File: config.mk
export PLATFORM = sky130hd
export DESIGN_NAME = micro_core
export DESIGN_NICKNAME = d
export VERILOG_FILES = /design/src/rtl/micro_core_pkg.sv /design/src/rtl/micro_core_regfile.sv /design/src/rtl/micro_core.sv
export SDC_FILE = /design/constraint.sdc
export NUM_CORES = 2
export LEC_CHECK = 0
export CORE_MARGIN = 1
export CORE_UTILIZATION = 30
export DETAILED_ROUTE_END_ITERATION = 10
export GPL_ROUTABILITY_DRIVEN = 0
export PLACE_DENSITY = 0.47
export SLEW_MARGIN = 20
export SYNTH_ARGS = -nofsm -noshare
export SYNTH_HDL_FRONTEND = slang
export SYNTH_SLANG_ARGS = --single-unit
File: constraint.sdc
create_clock -name clk -period 19 [get_ports clk]
set_input_delay 4.75 -clock clk [delete_from_list [all_inputs] [get_ports clk]]
set_output_delay 4.75 -clock clk [all_outputs]
set_load 0.01 [all_outputs]
File: src/rtl/micro_core_pkg.sv
// micro_core_pkg: shared definitions for the micro_core sequencer.
//   - opcode constants OP_NOP..OP_HALT (anything above OP_HALT is illegal)
//   - state_t: sequencer state encoding
//   - OPC_HI/OPC_LO: opcode field position inside instruction word0
package micro_core_pkg;

  localparam int OPC_HI = 15;
  localparam int OPC_LO = 8;

  localparam logic [7:0] OP_NOP  = 8'd0;
  localparam logic [7:0] OP_MOVI = 8'd1;
  localparam logic [7:0] OP_LD   = 8'd2;
  localparam logic [7:0] OP_ST   = 8'd3;
  localparam logic [7:0] OP_ADD  = 8'd4;
  localparam logic [7:0] OP_SUB  = 8'd5;
  localparam logic [7:0] OP_JMP  = 8'd6;
  localparam logic [7:0] OP_JZ   = 8'd7;
  localparam logic [7:0] OP_HALT = 8'd8;

  typedef enum logic [2:0] {
    S_IDLE,
    S_FETCH,
    S_OPER,
    S_READ,
    S_EXEC,
    S_HALT
  } state_t;

  // Opcodes are dense from 0, so legality is a single compare.
  function automatic logic is_legal(input logic [7:0] op);
    return (op <= OP_HALT);
  endfunction

endpackage

File: src/rtl/micro_core_regfile.sv
// micro_core_regfile: NUM_REGS x DATA_W register file.
//   clk, reset      : clock, asynchronous active-high clear of all entries
//   we/waddr/wdata  : synchronous write port
//   raddr_a/rdata_a : asynchronous read port A
//   raddr_b/rdata_b : asynchronous read port B
//   reg0/reg1       : direct taps of entries 0 and 1 (for the core's r0/r1 mirrors)
module micro_core_regfile #(
  parameter int DATA_W   = 16,
  parameter int NUM_REGS = 16,
  localparam int AW      = $clog2(NUM_REGS)
) (
  input  logic              clk,
  input  logic              reset,
  input  logic              we,
  input  logic [AW-1:0]     waddr,
  input  logic [DATA_W-1:0] wdata,
  input  logic [AW-1:0]     raddr_a,
  output logic [DATA_W-1:0] rdata_a,
  input  logic [AW-1:0]     raddr_b,
  output logic [DATA_W-1:0] rdata_b,
  output logic [DATA_W-1:0] reg0,
  output logic [DATA_W-1:0] reg1
);

  // Packed storage so the whole file clears with a single assignment.
  logic [NUM_REGS-1:0][DATA_W-1:0] regs;

  always_ff @(posedge clk or posedge reset) begin
    if (reset) begin
      regs <= '0;
    end else if (we) begin
      regs[waddr] <= wdata;
    end
  end

  assign rdata_a = regs[raddr_a];
  assign rdata_b = regs[raddr_b];
  assign reg0    = regs[0];
  assign reg1    = regs[1];

endmodule

File: src/rtl/micro_core.sv
// micro_core: multi-cycle micro-sequencer. Each instruction takes exactly
// four cycles (FETCH, OPER, READ, EXEC) fetching two words from an internal
// RAM and executing against a register file.
// Ports:
//   clk, reset            : clock (rising), asynchronous active-high reset
//   start                 : pulse; starts execution at pc=0 from IDLE/HALT
//   load_we/addr/data     : host RAM write port, honoured only in IDLE/HALT
//   dbg_addr / dbg_data   : debug RAM read, registered, 1-cycle latency
//   pc, opcode            : instruction pointer, opcode of instruction in flight
//   r0, r1                : registered mirrors of register-file entries 0 and 1
//   running/halted/error  : status; error marks a halt caused by an illegal opcode
//   instr_count           : saturating retired-instruction counter
module micro_core
  import micro_core_pkg::*;
#(
  parameter int DATA_W    = 16,
  parameter int RAM_DEPTH = 64,
  parameter int NUM_REGS  = 16,
  parameter int CNT_W     = 16,
  localparam int ADDR_W   = $clog2(RAM_DEPTH),
  localparam int REG_AW   = $clog2(NUM_REGS)
) (
  input  logic              clk,
  input  logic              reset,
  input  logic              start,
  input  logic              load_we,
  input  logic [ADDR_W-1:0] load_addr,
  input  logic [DATA_W-1:0] load_data,
  input  logic [ADDR_W-1:0] dbg_addr,
  output logic [DATA_W-1:0] dbg_data,
  output logic [ADDR_W-1:0] pc,
  output logic [7:0]        opcode,
  output logic [DATA_W-1:0] r0,
  output logic [DATA_W-1:0] r1,
  output logic              running,
  output logic              halted,
  output logic              error,
  output logic [CNT_W-1:0]  instr_count
);

  state_t              state;
  logic [REG_AW-1:0]   rd;
  logic [DATA_W-1:0]   operand;
  logic [DATA_W-1:0]   mem_val;
  logic [DATA_W-1:0]   rd_val;
  logic [DATA_W-1:0]   rs_val;

  logic [DATA_W-1:0]   ram [RAM_DEPTH];

  logic [ADDR_W-1:0]   op_addr;
  logic [REG_AW-1:0]   rs;
  logic                host_ok;

  logic                rf_we;
  logic [DATA_W-1:0]   rf_wdata;
  logic [DATA_W-1:0]   rf_rdata_a;
  logic [DATA_W-1:0]   rf_rdata_b;
  logic [DATA_W-1:0]   rf_reg0;
  logic [DATA_W-1:0]   rf_reg1;

  logic                ram_we;
  logic [ADDR_W-1:0]   ram_waddr;
  logic [DATA_W-1:0]   ram_wdata;

  assign op_addr = operand[ADDR_W-1:0];
  assign rs      = operand[REG_AW-1:0];
  assign host_ok = (state == S_IDLE) || (state == S_HALT);

  function automatic logic [CNT_W-1:0] sat_inc(input logic [CNT_W-1:0] v);
    return (&v) ? v : v + CNT_W'(1);
  endfunction

  micro_core_regfile #(
    .DATA_W   (DATA_W),
    .NUM_REGS (NUM_REGS)
  ) u_regfile (
    .clk     (clk),
    .reset   (reset),
    .we      (rf_we),
    .waddr   (rd),
    .wdata   (rf_wdata),
    .raddr_a (rd),
    .rdata_a (rf_rdata_a),
    .raddr_b (rs),
    .rdata_b (rf_rdata_b),
    .reg0    (rf_reg0),
    .reg1    (rf_reg1)
  );

  // Write steering. Host loads and ST are in disjoint states, so the single
  // RAM write port never sees both at once.
  always_comb begin
    rf_we     = 1'b0;
    rf_wdata  = operand;
    ram_we    = 1'b0;
    ram_waddr = load_addr;
    ram_wdata = load_data;
    if (state == S_EXEC) begin
      case (opcode)
        OP_MOVI: begin rf_we = 1'b1; rf_wdata = operand;         end
        OP_LD:   begin rf_we = 1'b1; rf_wdata = mem_val;         end
        OP_ADD:  begin rf_we = 1'b1; rf_wdata = rd_val + rs_val; end
        OP_SUB:  begin rf_we = 1'b1; rf_wdata = rd_val - rs_val; end
        OP_ST: begin
          ram_we    = 1'b1;
          ram_waddr = op_addr;
          ram_wdata = rd_val;
        end
        default: ;
      endcase
    end else if (host_ok && load_we) begin
      ram_we = 1'b1;
    end
  end

  // RAM contents survive reset.
  always_ff @(posedge clk) begin
    if (ram_we) begin
      ram[ram_waddr] <= ram_wdata;
    end
  end

  always_ff @(posedge clk or posedge reset) begin
    if (reset) begin
      dbg_data <= '0;
      r0       <= '0;
      r1       <= '0;
    end else begin
      dbg_data <= ram[dbg_addr];
      r0       <= rf_reg0;
      r1       <= rf_reg1;
    end
  end

  always_ff @(posedge clk or posedge reset) begin
    if (reset) begin
      state       <= S_IDLE;
      pc          <= '0;
      opcode      <= '0;
      rd          <= '0;
      operand     <= '0;
      mem_val     <= '0;
      rd_val      <= '0;
      rs_val      <= '0;
      running     <= 1'b0;
      halted      <= 1'b0;
      error       <= 1'b0;
      instr_count <= '0;
    end else begin
      case (state)
        S_IDLE, S_HALT: begin
          if (start) begin
            pc          <= '0;
            error       <= 1'b0;
            halted      <= 1'b0;
            instr_count <= '0;
            running     <= 1'b1;
            state       <= S_FETCH;
          end
        end
        S_FETCH: begin
          opcode <= ram[pc][OPC_HI:OPC_LO];
          rd     <= ram[pc][REG_AW-1:0];
          state  <= S_OPER;
        end
        S_OPER: begin
          // pc+1 wraps naturally, so an instruction at the last word is legal.
          operand <= ram[pc + ADDR_W'(1)];
          state   <= S_READ;
        end
        S_READ: begin
          // All operands are snapshotted here, so ADD rd,rd sees the old rd twice.
          mem_val <= ram[op_addr];
          rd_val  <= rf_rdata_a;
          rs_val  <= rf_rdata_b;
          state   <= S_EXEC;
        end
        S_EXEC: begin
          if (!is_legal(opcode)) begin
            error   <= 1'b1;
            halted  <= 1'b1;
            running <= 1'b0;
            state   <= S_HALT;
          end else begin
            instr_count <= sat_inc(instr_count);
            case (opcode)
              OP_HALT: begin
                halted  <= 1'b1;
                running <= 1'b0;
                state   <= S_HALT;
              end
              OP_JMP: begin
                pc    <= op_addr;
                state <= S_FETCH;
              end
              OP_JZ: begin
                pc    <= (rd_val == '0) ? op_addr : pc + ADDR_W'(2);
                state <= S_FETCH;
              end
              default: begin
                pc    <= pc + ADDR_W'(2);
                state <= S_FETCH;
              end
            endcase
          end
        end
        default: state <= S_IDLE;
      endcase
    end
  end

endmodule

# == Word level (Yosys, flattened, before mapping) ==
# Memory sizes are Yosys's and may differ from the RTL's. A register that Yosys moved wholly into a read port is not among the register bits.
# Index checks and enable logic that the tools add are counted.
# totals
regBits,348
ramBits,1024
input_bits,32
output_inout_bits,81
word_cells,111
mem_count,1
# op_classes
addsub,5
n_lt_le_gt_ge,4
n_eq_ne,19
n_mux,43
reduce_logical,13
# memory_table
name,depth,width,rd,rd_clocked_by_memory_dff,write_ports,line,source
ram,64,16,4,4,1,micro_core.sv:48,logic [DATA_W-1:0] ram [RAM_DEPTH];
# ops
operator,n
bitwise mux 256 bit,1
two-way mux 16 bit,9
binary-select mux 16 bit (select 4 bit),2
demux 16 bit (select 4 bit),1
case mux 16 bit (3 select lines),1
== test 8 x 3 -> 1 bit (second input constant),4
case mux 16 bit (2 select lines),1
two-way mux 6 bit,5
case mux 6 bit (3 select lines),1
adder 16 x 1 -> 16 bit (second input constant),1
adder 16 bit,1
== test 8 x 2 -> 1 bit (second input constant),2
logical NOT 16 bit,1
AND reduction 16 bit,1
subtractor 16 bit,1
case mux 3 bit (5 select lines),1
two-way mux 1 bit,14
case mux 6 bit (2 select lines),1
< comparator 4 x 5 -> 1 bit (second input constant),2
two-way mux 3 bit,3
== test 8 x 1 -> 1 bit (second input constant),1
== test 8 x 4 -> 1 bit (second input constant),1
<= comparator 8 x 4 -> 1 bit (second input constant),1
inequality test 2 bit (second input constant),4
17 further kinds,24

# == Longest topological paths before layout ==
# logic_depth
depth_word,7
ltp_mapped,16
ltp_nobuf,13

# == Cells and area by module ==
# From an unflattened synthesis, not the netlist that was laid out.
# hier_totals
hier_cells,4846
hier_area_um2,82539.2
# by_module_without_submodules
module,instances,cells_each,area_per_inst_um2,seq_area_each_um2
micro_core,1,3962,68859.8,34553.1
micro_core_regfile,1,884,13679.4,6406.1

# == Worst setup path before layout ==
# No wires, ideal clock.
# synth_path
path_kind,input port to flip-flop
from,input dbg_addr[0]
to,register dbg_data[10] (read register of ram)
setup_ns,0.138
t_arrival_ns,7.130
t_required_ns,18.862
slack_ns,11.732
cell_stages,6
n_path_buf,3
cell_sequence,clkbuf_1 -> buf_2 -> buf_1 -> mux4_2 -> mux4_2 -> mux4_2
# synth_rtl
item,line,source
from (decl),micro_core.sv:29,"input logic [ADDR_W-1:0] dbg_addr,"
to (decl),micro_core.sv:30,"output logic [DATA_W-1:0] dbg_data,"

==> key figures <==
Run status
  – Outcome: finished, final reports clean

Critical path
  – Worst r2r dst: opcode[1]
  – Launch instance of the worst register-to-register path: pc[1]
  – Critical Path AT: 8.85 ns
  – Length in cells of the worst reg-to-reg path: 11
  – Flop-to-flop setup slack: 13.11 ns
  – Worst Setup SP: dbg_addr[0]
  – Startpoint type of the worst setup path: input port
  – Required time of the critical path: 19.69 ns
  – Critical Setup Path Class: in2reg
  – Largest fanout of any net on the critical path: 75
  – Element type at the critical path end: register

Synthesis
  – Number of standard cells after synthesis: 4,890
  – EDFF count, synth: 1,024
  – Synth unique cells: 70
  – Number of synthesized register bits: 1,432
  – Synthesis Warnings: 0
  – Fraction of registers with async set or reset after synthesis: 28.5%
  – Share of the synthesized area in the top cell type: 37.7%
  – Synth top cells by count: sky130_fd_sc_hd__mux4_2, sky130_fd_sc_hd__edfxtp_1, sky130_fd_sc_hd__dfrtp_1
  – Register area share after synthesis: 50.2%
  – Cell with the most instances after synthesis: sky130_fd_sc_hd__mux4_2
  – Post-Syn Area per Cell: 16.7 um2
  – Synth Flop Type: sky130_fd_sc_hd__edfxtp_1
  – Post-synthesis net count: 4,942
  – Cell area after synthesis: 81,500 um2
  – Cell types with the largest area share after synthesis: sky130_fd_sc_hd__edfxtp_1, sky130_fd_sc_hd__mux4_2, sky130_fd_sc_hd__dfrtp_1, sky130_fd_sc_hd__mux2i_1, sky130_fd_sc_hd__a21oi_1
  – Post-synthesis cell type with the largest combined area: sky130_fd_sc_hd__edfxtp_1

Power
  – Power density cells: 126 nW/um2
  – Static Leak: 30.0 nW
  – Total power consumption of the routed design: 11.7 mW
  – Worst voltage drop across the vdd grid: 0.129 mV

Job
  – Number of maximum-capacitance constraint violations: 0

Placement
  – Standard cell area after detailed placement: 87,400 um2
  – Number of placed instances with taps included: 8,300
  – Port bufs: 112
  – Worst-case setup slack after placement: 9.92 ns
  – Hpwl dp: 209,000 um

Global route
  – Overall track demand over capacity in global routing: 23.9%
  – GR Overflow Total: 0
  – Pin count of the biggest net entering global routing: 126
  – Antenna violations before repair: 26
  – Global-route wire length before repair: 454,000 um
  – Vias in the first global route: 52,700

Worst hold path
  – Worst-case hold path end point: r1[11]
  – Worst Min Path Start: u_regfile.reg1[11]
  – Worst hold path depth: 0
  – Type of the most critical hold path: reg2reg

Clock tree
  – Number of buffers added by the clock tree synthesis step: 173
  – Count of buffers added by post-CTS timing repair for setup: 0
  – Clock root buffer master: sky130_fd_sc_hd__clkbuf_16
  – Worst-skew pair later-pin latency: 0.87 ns
  – Htree depth: 4
  – Maximum buffer depth of the clock tree: 4
  – Clock sink count: 1,432
  – CTS tree: yes
  – Clock slew seen by the registers of the worst setup and hold paths: 0.06 ns
  – Gates resized, CTS repair: 0
  – Post-cts hold buffer count: 0

Layout
  – Share of final-layout standard cells stronger than drive strength 1: 37.2%
  – Flip-flop and latch area: 41,000 um2
  – Nets: 4,959
  – Filler cell count: 25,600
  – Area growth from synthesis to layout: 14.1%
  – Multi-input combinational cell area: 39,200 um2
  – Final Cell Area: 93,000 um2
  – Post-Layout Cell Count: 8,614
  – Core utilization of the finished layout: 34.4%

Floorplan
  – Effective utilization at floorplan: 30.1%
  – Die area: 274,000 um2
  – Die boundary width: 523 um
  – Number of core rows: 191
  – Io pins: 113
  – Die height: 523 um
  – Total core area: 271,000 um2

Timing
  – Fmax: 0.123 GHz
  – Setup violators final: 0
  – Slew margin rel.: 21.7%
  – Clock Skew: 0.0831 ns
  – Hold slack: 0.412 ns
  – Summed negative setup slack over all endpoints: 0 ns
  – Final max-slew violation count: 0
  – Final min period: 8.16 ns
  – Setup ws final: 10.84 ns
  – Slew at the pin closest to its max-slew limit: 1.17 ns
  – Fin crit share: 42.9%
  – Setup repair after global routing missed its margin: false
  – Final hold violation count: 0

Drt
  – Sum of routed wire length over all layers: 330,000 um
  – Via total after detailed routing: 54,100
  – DR iter-0 viols: 7,714
  – DRC errors left: 0
  – Via/cell ratio: 6.28
  – Pre-Repair DR Iteration Count: 6
  – Wire per inst: 38.3 um
  – Number of nets with antenna violations after routing: 0
==> worst max-delay path by stage <==
| stage | endpoint | slack (ns) | depth (start not counted) |
|---|---|---|---|
| CTS | dbg_data[10] | 10.81 | 6 |
| finish | dbg_data[10] | 10.84 | 6 |
| global placement | dbg_data[10] | 9.99 | 6 |
| detailed placement | dbg_data[10] | 9.92 | 6 |
| floorplan | dbg_data[0] | 2.90 | 1 |
| global route | dbg_data[10] | 10.55 | 6 |
==> power breakdown <==
part | internal [mW] | switching [mW] | leakage, nW | total (mW)
sequential | 3.54 | 0.351 | 14.8 | 3.89
clock | 1.97 | 1.39 | 2.72 | 3.36
combinational | 1.91 | 2.56 | 12.5 | 4.47
total | 7.43 | 4.30 | 30.0 | 11.7
==> cells by family (layout without fill, tap and decap cells) <==
family          count (synthesis)  in the layout  synth area share (%)
mux                          1478           1478                  37.6
compound gates                650            650                  4.74
flops                        1432           1432                  50.2
fa+ha+maj                      20             20                 0.316
xor+xnor                       43             43                 0.471
simple gates                  789            789                  4.12
buf+inv                       478            624                  2.49
other cells                     0              8                     0
==> layout by cell type, fill, tap and decap left out, types with 19 or more instances in the layout <==
cell and n:
sky130_fd_sc_hd__mux4_2 1265, sky130_fd_sc_hd__clkinv_2 25, sky130_fd_sc_hd__a31oi_1 33, sky130_fd_sc_hd__o21ai_0 116, sky130_fd_sc_hd__clkdlybuf4s50_1 106, sky130_fd_sc_hd__nor2_1 320
sky130_fd_sc_hd__nand2_1 251, sky130_fd_sc_hd__a22oi_1 22, sky130_fd_sc_hd__mux2_2 34, sky130_fd_sc_hd__edfxtp_1 1024, sky130_fd_sc_hd__inv_1 24, sky130_fd_sc_hd__mux2i_1 179
sky130_fd_sc_hd__buf_4 169, sky130_fd_sc_hd__clkinv_1 19, sky130_fd_sc_hd__o31ai_1 19, sky130_fd_sc_hd__a211oi_1 26, sky130_fd_sc_hd__clkbuf_16 177, sky130_fd_sc_hd__clkbuf_1 39
sky130_fd_sc_hd__o221ai_1 28, sky130_fd_sc_hd__nor2_2 19, sky130_fd_sc_hd__xnor2_1 20, sky130_fd_sc_hd__dfrtp_1 393, sky130_fd_sc_hd__a21oi_1 298, sky130_fd_sc_hd__nor2_4 60
sky130_fd_sc_hd__nand3_1 26, sky130_fd_sc_hd__o22ai_1 35
==> metal layers <==
| metal | up-vias | share of wire [%] | track usage, % |
|---|---|---|---|
| met2 | 3516 | 45 | 36.0 |
| met1 | 29400 | 40 | 32.2 |
| li1 | 20600 | - | - |
| met4 | 12 | 4.2 | 8.86 |
| met3 | 584 | 11 | 7.38 |
| met5 | - | 0.021 | 0 |
==> critical path, stage by stage <==
cell and delay [ns]:
sky130_fd_sc_hd__buf_8 0.68, sky130_fd_sc_hd__buf_4 0.72, sky130_fd_sc_hd__buf_4 0.83, sky130_fd_sc_hd__mux4_2 0.60, sky130_fd_sc_hd__mux4_2 0.60, sky130_fd_sc_hd__mux4_2 0.47
==> registers in the layout, summed over array words and instances (netlist names) <==
name,count
ram,1024
u_regfile.regs,224
dbg_data,16
instr_count,16
mem_val,16
operand,16
r0,16
r1,16
rd_val,16
rs_val,16
u_regfile.reg0,16
u_regfile.reg1,16
opcode,8
pc,6
rd,4
state,3
error,1
halted,1
running,1
==> area by class of cell <==
type | count | area share [%]
Multi-Input combinational cell | 2980 | 42.1
Clock buffer | 230 | 5.13
Clock inverter | 74 | 0.854
Timing Repair Buffer | 293 | 2.88
Tap cell | 3570 | 4.80
Inverter | 27 | 0.117
Sequential cell | 1432 | 44.1
Antenna cell | 8 | 0.0215
Note: power is estimated with default switching activity, not from simulation.
